==> config.mk <==
export PLATFORM = sky130hd
export DESIGN_NAME = rr_arbiter4_flat
export DESIGN_NICKNAME = d
export VERILOG_FILES = /design/src/rtl/rr_arbiter4_pkg.sv /design/src/rtl/rr_arbiter4_if.sv /design/src/rtl/rr_pick4.sv /design/src/rtl/rr_arbiter4.sv /design/src/flat_wrapper.sv
export SDC_FILE = /design/constraint.sdc
export NUM_CORES = 1
export LEC_CHECK = 0
export ABC_AREA = 1
export CELL_PAD_IN_SITES_DETAIL_PLACEMENT = 1
export CELL_PAD_IN_SITES_GLOBAL_PLACEMENT = 1
export CORE_MARGIN = 2
export CORE_UTILIZATION = 38
export CTS_CLUSTER_DIAMETER = 50
export DETAILED_ROUTE_END_ITERATION = 10
export PLACE_DENSITY = 0.83
export SYNTH_ARGS = -nofsm -noshare
export SYNTH_HDL_FRONTEND = slang
export SYNTH_SLANG_ARGS = --single-unit
==> constraint.sdc <==
create_clock -name clk -period 1.7 [get_ports clk]
set_input_delay 0.255 -clock clk [delete_from_list [all_inputs] [get_ports clk]]
set_output_delay 0.255 -clock clk [all_outputs]
set_load 0.02 [all_outputs]
==> src/rtl/rr_arbiter4_pkg.sv <==
// arb_pkg: shared sizes and FSM state type for the round-robin arbiter.
package arb_pkg;
    localparam int N_REQ = 4;
    localparam int IDX_W = $clog2(N_REQ);
    localparam int CNT_W = 8;
    typedef enum logic {IDLE, GRANT} state_t;
endpackage

==> src/rtl/rr_arbiter4_if.sv <==
// rr_arbiter4_if: request/grant bundle between requesters (master) and arbiter (slave).
interface rr_arbiter4_if;
    import arb_pkg::*;
    logic [N_REQ-1:0] req;
    logic             done;
    logic [N_REQ-1:0] gnt;
    logic             gnt_valid;
    logic             timeout;
    modport master(output req, done, input gnt, gnt_valid, timeout);
    modport slave(input req, done, output gnt, gnt_valid, timeout);
endinterface

==> src/rtl/rr_pick4.sv <==
// rr_pick4: rotate-and-select, first set request after ptr with wrap-around.
module rr_pick4
    import arb_pkg::*;
(
    input  logic [N_REQ-1:0] req_i,
    input  logic [IDX_W-1:0] ptr_i,
    output logic [N_REQ-1:0] pick_o,
    output logic [IDX_W-1:0] idx_o
);
    // Scan farthest-first so the nearest requester after ptr wins last.
    always_comb begin
        idx_o = '0;
        for (int k = N_REQ - 1; k >= 0; k--)
            if (req_i[ptr_i + IDX_W'(k + 1)]) idx_o = ptr_i + IDX_W'(k + 1);
        pick_o = req_i[idx_o] ? N_REQ'(1) << idx_o : '0;
    end
endmodule

==> src/rtl/rr_arbiter4.sv <==
// rr_arbiter4: 4-way round-robin arbiter with registered grant, release and hold timeout.
module rr_arbiter4
    import arb_pkg::*;
#(
    parameter int TIMEOUT = 15
) (
    input logic          clk,
    input logic          rst_n,
    rr_arbiter4_if.slave arb_io
);
    state_t           state_q, state_d;
    logic [N_REQ-1:0] gnt_q, gnt_d, pick;
    logic [IDX_W-1:0] idx_q, idx_d, ptr_q, ptr_d, pick_idx;
    logic [CNT_W-1:0] cnt_q, cnt_d;
    logic             tmo_q, tmo_d, vld_q, vld_d;
    logic             rel, expire;

    rr_pick4 u_pick (
        .req_i (arb_io.req),
        .ptr_i (ptr_q),
        .pick_o(pick),
        .idx_o (pick_idx)
    );

    assign rel    = arb_io.done || !arb_io.req[idx_q];
    assign expire = cnt_q == CNT_W'(TIMEOUT - 1);

    always_ff @(posedge clk) begin
        if (!rst_n) begin
            state_q <= IDLE;
            gnt_q   <= '0;
            idx_q   <= '0;
            ptr_q   <= IDX_W'(N_REQ - 1);
            cnt_q   <= '0;
            tmo_q   <= 1'b0;
            vld_q   <= 1'b0;
        end else begin
            state_q <= state_d;
            gnt_q   <= gnt_d;
            idx_q   <= idx_d;
            ptr_q   <= ptr_d;
            cnt_q   <= cnt_d;
            tmo_q   <= tmo_d;
            vld_q   <= vld_d;
        end
    end

    always_comb begin
        state_d = state_q;
        if (state_q == IDLE) state_d = |arb_io.req ? GRANT : IDLE;
        else if (rel || expire) state_d = IDLE;
    end

    // Release takes priority over expiry, so timeout only fires when no release holds.
    always_comb begin
        gnt_d = '0;
        idx_d = idx_q;
        ptr_d = ptr_q;
        cnt_d = cnt_q;
        tmo_d = 1'b0;
        if (state_q == IDLE) begin
            if (|arb_io.req) begin
                gnt_d = pick;
                idx_d = pick_idx;
                cnt_d = '0;
            end
        end else if (rel || expire) begin
            ptr_d = idx_q;
            tmo_d = !rel;
        end else begin
            gnt_d = gnt_q;
            cnt_d = cnt_q + CNT_W'(1);
        end
        vld_d = |gnt_d;
    end

    assign arb_io.gnt       = gnt_q;
    assign arb_io.gnt_valid = vld_q;
    assign arb_io.timeout   = tmo_q;
endmodule
==> src/flat_wrapper.sv <==
// flat-port wrapper written by rule: the top's interface ports become plain ports
module rr_arbiter4_flat import arb_pkg::*;
#(
    parameter int TIMEOUT = 15
)
  (clk, rst_n, arb_io_req, arb_io_done, arb_io_gnt, arb_io_gnt_valid, arb_io_timeout);
  rr_arbiter4_if arb_io_i ();
  input logic clk;
  input logic rst_n;
  input wire logic [$bits(arb_io_i.req)-1:0] arb_io_req;
  input wire logic [$bits(arb_io_i.done)-1:0] arb_io_done;
  output wire logic [$bits(arb_io_i.gnt)-1:0] arb_io_gnt;
  output wire logic [$bits(arb_io_i.gnt_valid)-1:0] arb_io_gnt_valid;
  output wire logic [$bits(arb_io_i.timeout)-1:0] arb_io_timeout;
  assign arb_io_i.req = arb_io_req;
  assign arb_io_i.done = arb_io_done;
  assign arb_io_gnt = arb_io_i.gnt;
  assign arb_io_gnt_valid = arb_io_i.gnt_valid;
  assign arb_io_timeout = arb_io_i.timeout;
  rr_arbiter4 #(.TIMEOUT(TIMEOUT)) u_core (.clk(clk), .rst_n(rst_n), .arb_io(arb_io_i));
endmodule
==> reports/metrics.yaml, run 1 <==
syn-cell-area_um2: 1100
power_leakage_nw: 0.676
grtUsageMet2_pct: 33.9
final.setup_skew_ns: 0.0102
synthesis.area_per_instance_um2: 6.55
timing_hold_violations_final: 0
grt.met3_usage_pct: 4.46
num_rows: 19
clock.fmax_ghz: 0.621
setup-tns-final_ns: 0
yosys_most_used_dff: "dfxtp_1"
dp.cells: 221
gr-max-usage-layer: "met2"
switching_power_mw: 0.480
drt-wirelength-per-cell_um: 13.7
slew_viol_final: 0
routed_wirelength_um: 3090
cts-hold-fix-buffers: 0
synth.top_cells.by_count: "42 x nand2_1, 19 x dfxtp_1, 17 x a21oi_1, 16 x inv_1"
power.switching_fraction_pct: 37.4
internal_dissipation_mw: 0.801
vias_per_cell: 5.07
io_pins: 13
synthTopCellsByArea: "dfxtp_1 35%, nand2_1 14%, nand2_2 8.0%"
drt_pre_antenna_iters: 4
yosys.cell_types.count: 26
worst_slack_ns: 0.0893
drt.antenna.violating_nets: 0
worstHoldPathCells: 2
ctsRootBufferMaster: "clkbuf_4"
total_of_flip_flops_plus_latches_after_synthesis: 19
r2r_slack_ns: 0.09
via_count_of_the_routed_design: 1145
status: "completed"
yosys.cell_count.top_type: "nand2_1"
place_worst_setup_slack_ns: -0.300
vdd_drop_max_mv: 0.593
cts.htree.levels: 1
proportion_of_layout_cells_with_a_drive_suffix_above_1_pct: 30.8
use_met1_pct: 24.2
final_design_area_no_fill_um2: 1460
min_from: "u_core.cnt_q[6]$_SDFFE_PN0P_"
die_x_um: 57.8
min_delay_worst_endpoint: "u_core.cnt_q[6]$_SDFFE_PN0P_"
core-area_um2: 2760
clock-sinks: 19
cp.arrival_ns: 1.84
max-slew-margin-rel_pct: 73.1
synth.net_count: 177
yosys_warnings: 0
start_util_pct: 39.9
netlist.area_leader.share_pct: 34.6
max_slew.worst_pin.slew_ns: 0.403
n_antenna_cell: 0
detail_route.iter0.violations: 18
rr_endpoint: "u_core.arb_io.gnt_valid$_SDFF_PN0_"
proportion_of_power_drawn_by_combinational_gates_pct: 41.4
clockPowerShare_pct: 17.7
cts.clk_slew.worst_paths_ns: 0.11
hold_slack_ns: 0.490
first_pass_grt_wire_length_um: 5150
max_capacitance_violation_count: 0
cts_tree: "built"
io_buffer_count: 12
final_nets: 205
cts.path.max_buffers: 2
gr-total-overflow: 0
finish.cell_count_without_fillers: 226
gp_routability_congestion: 0.848
route.detailed.drc: 0
final.period_utilization_pct: 94.7
worstPathRequired_ns: 1.93
antenna_found_initial: 0
synthesis.instances: 168
yosysTopAreaCell: "dfxtp_1"
critPathLaunchType: "register"
largest_net_degree_at_the_start_of_global_routing: 12
numCtsBuffers: 3
die_height_um: 57.8
setup_viol: 0
ys_seq_area_share_pct: 34.6
grt_pass1_vias: 1204
critical_path.reg2reg.startpoint: "u_core.ptr_q[0]$_SDFFE_PN1P_"
number_of_cells_on_the_worst_reg_to_reg_path: 14
clk-insertion-delay-late_ns: 0.30
timing.setup.critical_path_class: "reg -> reg"
synth_enable_flop_cells: 0
final_period_demand_of_the_worst_path_ns: 1.61
fillers: 362
syn_to_final_growth_pct: 32.9
pwr_cell_area_nw_per_um2: 876
fp.dieArea_um2: 3340
sequentialPowerShare_pct: 40.9
type_of_the_tightest_min_delay_check: "reg -> reg"
async_set_or_reset_flop_fraction_in_the_synthesized_netlist_pct: 0
cp_max_fo: 6
timing.critical_path.to_type: "register"
detailed_place.area_um2: 1350
place.detailed.hpwl_um: 2400
globalRouteTotalUtil_pct: 19.5
[worst max-delay path: stages (launching register included)]
cell	delay, ns
dfxtp_4	0.39
buf_6	0.14
nand2_1	0.08
nand2_2	0.08
nand2_2	0.08
nand2_2	0.06
nand2_2	0.08
nand2_2	0.07
nand2_4	0.08
nand2_4	0.06
nor2_2	0.11
nand2_2	0.07
nand2_2	0.09
nor2_2	0.03
a21oi_1	0.13
[power groups by stage]
| stage | registers (mW) | clock network (mW) | logic (mW) |
|---|---|---|---|
| 2_1_floorplan | 0.544 | 0 | 0.271 |
| 5_1_grt | 0.529 | 0.257 | 0.590 |
| 3_5_place_dp | 0.530 | 0 | 0.468 |
| 3_3_place_gp | 0.529 | 0 | 0.447 |
| 6_report | 0.524 | 0.227 | 0.530 |
| 4_1_cts | 0.522 | 0.241 | 0.471 |
[what timing repair did]
| item | 4_1_cts | 5_1_grt |
|---|---|---|
| setup buffers | 0 | 1 |
| gates resized for setup | 1 | 29 |
| setup endpoints to repair | 1 | 10 |
| pin swaps | 0 | 11 |
[flip-flops by register name, summed over array words and instances (netlist names)]
| signal | cells |
|---|---|
| u_core.arb_io.gnt | 4 |
| u_core.state_q | 1 |
| u_core.cnt_q | 8 |
| u_core.arb_io.timeout | 1 |
| u_core.arb_io.gnt_valid | 1 |
| u_core.ptr_q | 2 |
| u_core.idx_q | 2 |
[worst max path at each step]
stage                                         end                          from
6_report       u_core.arb_io.gnt_valid$_SDFF_PN0_  u_core.ptr_q[0]$_SDFFE_PN1P_
5_1_grt        u_core.arb_io.gnt_valid$_SDFF_PN0_  u_core.ptr_q[0]$_SDFFE_PN1P_
4_1_cts        u_core.arb_io.gnt_valid$_SDFF_PN0_                 arb_io_req[3]
3_5_place_dp   u_core.arb_io.gnt_valid$_SDFF_PN0_                 arb_io_req[3]
3_3_place_gp   u_core.arb_io.gnt_valid$_SDFF_PN0_                 arb_io_req[3]
2_1_floorplan        u_core.cnt_q[5]$_SDFFE_PN0P_  u_core.cnt_q[0]$_SDFFE_PN0P_
[cells by family (layout without fill, tap and decap cells)]
kind of cell / after synthesis / count (layout) / share of synthesized area (%)
AOI/OAI and AO/OA: 28 / 28 / 13.5
xor gates and xnor gates: 1 / 1 / 0.797
adders and majority gates: 2 / 2 / 2.27
buffers and inverters: 27 / 54 / 10.1
DFF: 19 / 19 / 34.6
and+or+nand+nor: 91 / 91 / 38.7
[metal layers]
metal / vias up / routed length (µm)
met5: - / 0
met2: 11 / 1560
met1: 543 / 1440
met4: 0 / 17
met3: 2 / 77
li1: 589 / -
[placed cells by master (no fill, tap or decap), types with 2 or more instances in the layout]
cell type,instances
a21oi_1,17
buf_4,11
clkbuf_4,3
clkdlybuf4s50_1,8
dfxtp_1,14
dfxtp_2,4
dlymetal6s2s_1,4
ha_1,2
inv_1,16
inv_2,7
nand2_1,34
nand2_2,20
nand2_4,2
nand3_1,10
nand3_2,4
nor2_1,11
nor2_2,3
nor3_1,2
o211ai_1,2
o21ai_0,5
[per-stage QoR]
stage	utilization [%]	total power, mW
4_1_cts	49.8	1.23
3_3_place_gp	48.8	0.976
2_1_floorplan	-	0.815
3_5_place_dp	48.8	0.998
5_1_grt	53.0	1.38
6_report	53.0	1.28
[area by class of cell]
class | count | area, µm² | area share (%)
Sequential cell | 19 | 389 | 26.6
Tap cell | 31 | 38.8 | 2.65
Clock buffer | 4 | 26.3 | 1.80
Timing Repair Buffer | 25 | 244 | 16.7
Inverter | 25 | 96.3 | 6.59
Multi-Input combinational cell | 122 | 667 | 45.6
No activity file was read; power rests on OpenSTA's default activity.
==> run 2, diff against run 1 <==
--- a/config.mk
+++ b/config.mk
@@ -13,6 +13,7 @@
 export CTS_CLUSTER_DIAMETER = 50
 export DETAILED_ROUTE_END_ITERATION = 10
 export PLACE_DENSITY = 0.83
+export SKIP_CTS_REPAIR_TIMING = 1
 export SYNTH_ARGS = -nofsm -noshare
 export SYNTH_HDL_FRONTEND = slang
 export SYNTH_SLANG_ARGS = --single-unit
==> results of run 2 <==
Same layout as run 1: the final DEF is identical, and so are final timing and power.
